==> src/rtl/seg7_capture.sv <==
// seg7_capture
// Captures a seven-segment pattern driven from an asynchronous source,
// waits for it to settle, decodes it to a hex digit and holds the result
// for a ready/valid consumer.
//
// Parameters
//   STABLE_CYCLES  consecutive cycles a new pattern must hold (1..255)
//   ACTIVE_LOW     1: segment inputs are active low, 0: active high
//
// Ports
//   i_clk      single clock, rising edge
//   i_reset_n  asynchronous active-low reset, release synchronized inside
//   i_seg      raw segment lines a..g on bits 0..6, asynchronous to i_clk
//   i_ready    consumer takes the held result when high with o_valid
//   o_valid    a decoded result is held
//   o_val      decoded hex digit
//   o_blank    held result is the all-segments-off pattern
//   o_err      held result is not a recognised glyph
//   o_overrun  one-cycle pulse, an unconsumed result was overwritten
module seg7_capture #(
  parameter int unsigned STABLE_CYCLES = 4,
  parameter bit          ACTIVE_LOW    = 1'b1
) (
  input  logic       i_clk,
  input  logic       i_reset_n,
  input  logic [6:0] i_seg,
  input  logic       i_ready,
  output logic       o_valid,
  output logic [3:0] o_val,
  output logic       o_blank,
  output logic       o_err,
  output logic       o_overrun
);

  localparam logic [6:0] IdleLevel   = ACTIVE_LOW ? 7'h7F : 7'h00;
  localparam logic [7:0] StableCount = 8'(STABLE_CYCLES);

  typedef enum logic {
    ST_WAIT,
    ST_SETTLE
  } state_e;

  logic [1:0] rstSync_q;
  logic       coreRst_n;
  logic [6:0] segSync1_q;
  logic [6:0] segSync2_q;
  logic [6:0] pattern;

  state_e     state_q, state_d;
  logic [6:0] candidate_q, candidate_d;
  logic [7:0] count_q, count_d;
  logic [6:0] accepted_q, accepted_d;
  logic       acceptedValid_q, acceptedValid_d;
  logic       acceptedMatch;
  logic       emit;

  logic       valid_q, valid_d;
  logic [3:0] val_q, val_d;
  logic       blank_q, blank_d;
  logic       err_q, err_d;
  logic       overrun_q, overrun_d;

  logic [3:0] decVal;
  logic       decBlank;
  logic       decErr;

  // Reset asserts everywhere at once but is released to the core logic
  // only after two clock edges, so no register leaves reset on a
  // metastable edge.
  always_ff @(posedge i_clk or negedge i_reset_n) begin
    if (!i_reset_n) begin
      rstSync_q <= 2'b00;
    end else begin
      rstSync_q <= {rstSync_q[0], 1'b1};
    end
  end

  assign coreRst_n = rstSync_q[1];

  // Two-flop synchronizer for the segment lines. The reset value is the
  // "all segments off" level, so right after reset the core sees a blank
  // display rather than garbage.
  always_ff @(posedge i_clk or negedge i_reset_n) begin
    if (!i_reset_n) begin
      segSync1_q <= IdleLevel;
      segSync2_q <= IdleLevel;
    end else begin
      segSync1_q <= i_seg;
      segSync2_q <= segSync1_q;
    end
  end

  assign pattern = ACTIVE_LOW ? ~segSync2_q : segSync2_q;

  // After reset no pattern is accepted, so even a blank display counts as
  // new and is reported once it has settled.
  assign acceptedMatch = acceptedValid_q && (pattern == accepted_q);

  // Glyph lookup on the settled candidate. Anything outside the sixteen
  // hex glyphs and the blank pattern is flagged as an error.
  always_comb begin
    decVal   = 4'h0;
    decBlank = 1'b0;
    decErr   = 1'b0;
    unique case (candidate_q)
      7'h3F: decVal = 4'h0;
      7'h06: decVal = 4'h1;
      7'h5B: decVal = 4'h2;
      7'h4F: decVal = 4'h3;
      7'h66: decVal = 4'h4;
      7'h6D: decVal = 4'h5;
      7'h7D: decVal = 4'h6;
      7'h07: decVal = 4'h7;
      7'h7F: decVal = 4'h8;
      7'h6F: decVal = 4'h9;
      7'h77: decVal = 4'hA;
      7'h7C: decVal = 4'hB;
      7'h39: decVal = 4'hC;
      7'h5E: decVal = 4'hD;
      7'h79: decVal = 4'hE;
      7'h71: decVal = 4'hF;
      7'h00: decBlank = 1'b1;
      default: decErr = 1'b1;
    endcase
  end

  // Settling FSM. The count starts at 1 on entry to SETTLE and the result
  // is emitted on the edge after it has reached STABLE_CYCLES, which puts
  // emission 2 + STABLE_CYCLES edges after the first synchronizer capture.
  always_comb begin
    state_d         = state_q;
    candidate_d     = candidate_q;
    count_d         = count_q;
    accepted_d      = accepted_q;
    acceptedValid_d = acceptedValid_q;
    emit            = 1'b0;
    unique case (state_q)
      ST_WAIT: begin
        if (!acceptedMatch) begin
          state_d     = ST_SETTLE;
          candidate_d = pattern;
          count_d     = 8'd1;
        end
      end
      ST_SETTLE: begin
        if (acceptedMatch) begin
          state_d = ST_WAIT;
          count_d = 8'd0;
        end else if (pattern == candidate_q) begin
          if (count_q >= StableCount) begin
            emit            = 1'b1;
            accepted_d      = candidate_q;
            acceptedValid_d = 1'b1;
            state_d         = ST_WAIT;
            count_d         = 8'd0;
          end else begin
            count_d = count_q + 8'd1;
          end
        end else begin
          candidate_d = pattern;
          count_d     = 8'd1;
        end
      end
      default: begin
        state_d = ST_WAIT;
        count_d = 8'd0;
      end
    endcase
  end

  // Result holding register. A new emission always wins; it only counts as
  // an overrun when the old result was still held and not being taken on
  // this same edge.
  always_comb begin
    valid_d   = valid_q;
    val_d     = val_q;
    blank_d   = blank_q;
    err_d     = err_q;
    overrun_d = 1'b0;
    if (emit) begin
      valid_d   = 1'b1;
      val_d     = decVal;
      blank_d   = decBlank;
      err_d     = decErr;
      overrun_d = valid_q && !i_ready;
    end else if (valid_q && i_ready) begin
      valid_d = 1'b0;
    end
  end

  // State and result registers, cleared by the synchronized core reset so
  // any pending or held result is discarded immediately.
  always_ff @(posedge i_clk or negedge coreRst_n) begin
    if (!coreRst_n) begin
      state_q         <= ST_WAIT;
      candidate_q     <= 7'h00;
      count_q         <= 8'd0;
      accepted_q      <= 7'h00;
      acceptedValid_q <= 1'b0;
      valid_q         <= 1'b0;
      val_q           <= 4'h0;
      blank_q         <= 1'b0;
      err_q           <= 1'b0;
      overrun_q       <= 1'b0;
    end else begin
      state_q         <= state_d;
      candidate_q     <= candidate_d;
      count_q         <= count_d;
      accepted_q      <= accepted_d;
      acceptedValid_q <= acceptedValid_d;
      valid_q         <= valid_d;
      val_q           <= val_d;
      blank_q         <= blank_d;
      err_q           <= err_d;
      overrun_q       <= overrun_d;
    end
  end

  assign o_valid   = valid_q;
  assign o_val     = val_q;
  assign o_blank   = blank_q;
  assign o_err     = err_q;
  assign o_overrun = overrun_q;

endmodule
==> config.mk <==
export PLATFORM = sky130hd
export DESIGN_NAME = seg7_capture
export DESIGN_NICKNAME = d
export VERILOG_FILES = /design/src/rtl/seg7_capture.sv
export SDC_FILE = /design/constraint.sdc
export NUM_CORES = 1
export LEC_CHECK = 0
export CAP_MARGIN = 25
export CORE_ASPECT_RATIO = 2
export CORE_MARGIN = 4
export CORE_UTILIZATION = 65
export CTS_CLUSTER_DIAMETER = 30
export DETAILED_ROUTE_END_ITERATION = 6
export DONT_BUFFER_PORTS = 1
export PLACE_DENSITY = 0.81
export SYNTH_ARGS = -nofsm -noshare
export SYNTH_HDL_FRONTEND = slang
export SYNTH_SLANG_ARGS = --single-unit
==> constraint.sdc <==
create_clock -name i_clk -period 1.85 [get_ports i_clk]
set_input_delay 0.185 -clock i_clk [delete_from_list [all_inputs] [get_ports i_clk]]
set_output_delay 0.185 -clock i_clk [all_outputs]
set_load 0.05 [all_outputs]
==> reports/qor.yml <==
critical_path:
  critPathRequiredTime_ns: 2.05
  cp-start-kind: "flop"
  regToRegStartpoint: "segSync2_q[0]$_DFF_PN1_"
  crit_arrival_ns: 2.09
  worstSetupEndpointType: "flop"
  critical_path_peak_fanout: 7
  critical_path.startpoint: "segSync2_q[0]$_DFF_PN1_"
  setup.worst_path.class: "reg2reg"
sta:
  grt_setup_unrepaired: "true"
  fin_ws_ns: -0.0398
  min_period_over_period_pct: 102
  worst_clock_skew_ns: 0.0122
  timing.fmax_mhz: 529
  setup_viol_count_final: 12
  minimum_clock_period_after_layout_ns: 1.89
  timing.final.hold_violations: 0
  final.hold.worst_slack_ns: 0.0701
  finalMaxSlewViolations: 0
  least_margin_pin_slew_ns: 0.670
  slew-limit-headroom_pct: 55.2
grt:
  grt_util_all_layers_pct: 22.4
  grt_pass1_vias: 1554
  grt-ovfl-total: 0
  largest_net_degree_at_the_start_of_global_routing: 33
  grt_pass1_wl_um: 7580
  grt_antenna_before_repair: 0
logic_synthesis:
  synth.net_count: 195
  synth-warning-count: 0
  syn_avg_cell_area_sq_um: 11.9
  synth-seq-cells: 48
  synth.lib_cells_used.distinct: 40
  syn_area_sq_um: 2170
  synthMostInstantiatedCell: "sky130_fd_sc_hd__dfrtp_1"
  asyncSetResetFlopFracSynth_pct: 100
  number_of_flops_mapped_to_enable_cells_by_yosys: 0
  ys_dominant_reg_cell: "sky130_fd_sc_hd__dfrtp_1"
  synth_top_cell_area_share_pct: 39.1
  synth_seq_area_share_pct: 56.1
  yosys-top-cells-count: "sky130_fd_sc_hd__dfrtp_1, sky130_fd_sc_hd__dfstp_2, sky130_fd_sc_hd__xor2_1"
  synth.top_cells.by_area: "sky130_fd_sc_hd__dfrtp_1, sky130_fd_sc_hd__dfstp_2, sky130_fd_sc_hd__xor2_1, sky130_fd_sc_hd__mux2_4, sky130_fd_sc_hd__mux2i_1"
  synthDominantAreaCellType: "sky130_fd_sc_hd__dfrtp_1"
  syn_inst: 183
power:
  p_leak_uw: 0.00124
  power_switching_uw: 464
  peakVddDrop_mv: 0.783
  cellInternalPower_uw: 1460
  clock_power_share_pct: 34.1
  power.combinational.fraction_pct: 7.7
  power.sequential.fraction_pct: 58.2
  power_density_nw_per_um2: 760
  switching_share_pct: 24.2
floorplan:
  floorplan.rows: 29
  floorplan.die_area_sq_um: 4390
  floorplan.initialDensity_pct: 68.1
  ioPinCount: 18
  chip_width_um: 48.9
  coreArea_sq_um: 3190
  die-height_um: 89.8
clocking:
  clock_tree.buffer_depth: 2
  cts_buffers: 5
  clk_root_buffer_cell: "sky130_fd_sc_hd__clkbuf_8"
  total_clock_sinks: 48
  clock_input_transition_at_the_sequential_cells_of_the_worst_setup_and_hold_paths_ns: 0.09
  tritoncts_clock_tree: "yes"
  clock_latency_ns: 0.31
  ctsHtreeMaxLevel: 2
run_status:
  failed_checks: "negative setup slack"
  run_status: "complete, but fails checks"
min_path:
  worstHoldPathType: "in2reg"
  hp-start: "i_ready"
flow_run:
  max_cap_violations: 0
placed_design:
  detailedPlacementHpwl_um: 3220
  finalWeightedCongestion: 0.870
  port-buffer-count: 0
detailed_routing:
  route.vias.total: 1515
  dr.pass1.iters: 4
  routed_wire_length_per_instance_um: 19.6
  routed_via_density: 6.37
  drt_wl_total_um: 4660
  drt.antenna.violating_nets: 0
  drc_errors: 0
  drt_iter0_drc: 75
finish:
  fillers: 201
  final_layout_size_suffix_gt1_share_pct: 28.0
  final_util_pct: 79.1
  antennaDiodeCount: 0
  area_growth_pct: 16.2
  nets_finish: 218
[final timing paths]
| kind | to | slack (ns) | depth (start not counted) |
|---|---|---|---|
| min reg2reg | accepted_q[3]$_DFFE_PN0P_ | 0.26 | 1 |
| max reg2reg | accepted_q[4]$_DFFE_PN0P_ | -0.04 | 5 |
| max | accepted_q[4]$_DFFE_PN0P_ | -0.04 | 5 |
| min | o_overrun$_DFF_PN0_ | 0.07 | 2 |
| max in group asynchronous | rstSync_q[1]$_DFF_PN0_ | 1.07 | 1 |
| min in group asynchronous | accepted_q[3]$_DFFE_PN0P_ | 0.26 | 1 |
[cells in the final DEF (no fill, tap or decap), types with 4 or more instances in the layout]
master	n
sky130_fd_sc_hd__inv_1	9
sky130_fd_sc_hd__dfstp_2	14
sky130_fd_sc_hd__nand2_1	4
sky130_fd_sc_hd__buf_4	16
sky130_fd_sc_hd__clkbuf_8	6
sky130_fd_sc_hd__o21ai_0	7
sky130_fd_sc_hd__nor2_1	8
sky130_fd_sc_hd__a21oi_1	7
sky130_fd_sc_hd__nand3b_1	4
sky130_fd_sc_hd__nand3_1	6
sky130_fd_sc_hd__nor3_1	7
sky130_fd_sc_hd__dlygate4sd3_1	8
sky130_fd_sc_hd__xor2_1	13
sky130_fd_sc_hd__and2_1	5
sky130_fd_sc_hd__nand4_1	5
sky130_fd_sc_hd__mux2_4	12
sky130_fd_sc_hd__mux2i_1	7
sky130_fd_sc_hd__dfrtp_1	33
[timing repair]
action | in CTS | in global routing
pin swaps | 4 | 4
setup endpoints to repair | 13 | 15
gates cloned | 1 | 0
hold buffers | 8 | 0
setup buffers | 2 | 0
endpoints found under the hold margin | 23 | 0
gates resized for setup | 4 | 8
[final cells by class]
cell class / instances / area, sq um / area share [%]
timing repair buffer: 25 / 211 / 8.37
tap: 31 / 38.8 / 1.54
multi-input combinational: 117 / 926 / 36.7
clock inverter: 2 / 13.8 / 0.545
clock buffer: 6 / 82.6 / 3.27
inverter: 9 / 33.8 / 1.34
sequential: 48 / 1220 / 48.3
[metal layers]
metal | part of all wire (%) | GRT usage, % | vias to the layer above | wire (um)
li1 | - | - | 685 | -
met1 | 36 | 23.4 | 761 | 1670
met2 | 57 | 40.6 | 54 | 2670
met3 | 3.2 | 3.97 | 15 | 151
met4 | 3.7 | 11.9 | 0 | 174
met5 | 0 | 0 | - | 0
[power groups by stage]
stage | Sequential, uW | Combinational, uW | Clock (uW)
3_3_place_gp | 1130 | 114 | 0
5_1_grt | 1120 | 162 | 710
4_1_cts | 1120 | 145 | 669
6_report | 1120 | 147 | 655
2_1_floorplan | 1130 | 76.5 | 0
3_5_place_dp | 1140 | 119 | 0
[worst max-delay path, stage by stage (launching register included)]
cell and delay, ns:
sky130_fd_sc_hd__dfstp_2 0.59, sky130_fd_sc_hd__xor2_1 0.21, sky130_fd_sc_hd__nand4_1 0.18, sky130_fd_sc_hd__nor2_4 0.25, sky130_fd_sc_hd__nand3b_4 0.20, sky130_fd_sc_hd__mux2_4 0.35
[logic make-up after synthesis]
group / after synthesis / share of synthesized area, %
other cells: 1 / 0.173
buf+inv: 19 / 3.74
fa+ha+maj: 2 / 1.15
compound gates: 25 / 7.02
xor+xnor: 14 / 5.64
simple gates: 55 / 15.7
flops: 48 / 56.1
mux: 19 / 10.5
[sequential cells by signal, summed over array words and instances, names as in the netlist]
name             count
o_err                1
segSync1_q           7
acceptedValid_q      1
accepted_q           7
candidate_q          7
o_overrun            1
rstSync_q            2
count_q              8
o_val                4
segSync2_q           7
state_q              1
o_valid              1
o_blank              1
[through the flow]
step	TNS (ns)	std cells	cell area [sq um]	worst slack [ns]	total power (uW)
global route	-1.35	238	2530	-0.117	1990
finish	-0.342	238	2530	-0.0398	1920
floorplan	0	183	2170	0.0875	1210
global placement	-0.0506	219	2280	-0.0123	1250
detailed placement	-0.731	219	2280	-0.0740	1250
CTS	0	238	2500	0.00817	1930
(Power assumes the default switching activity.)
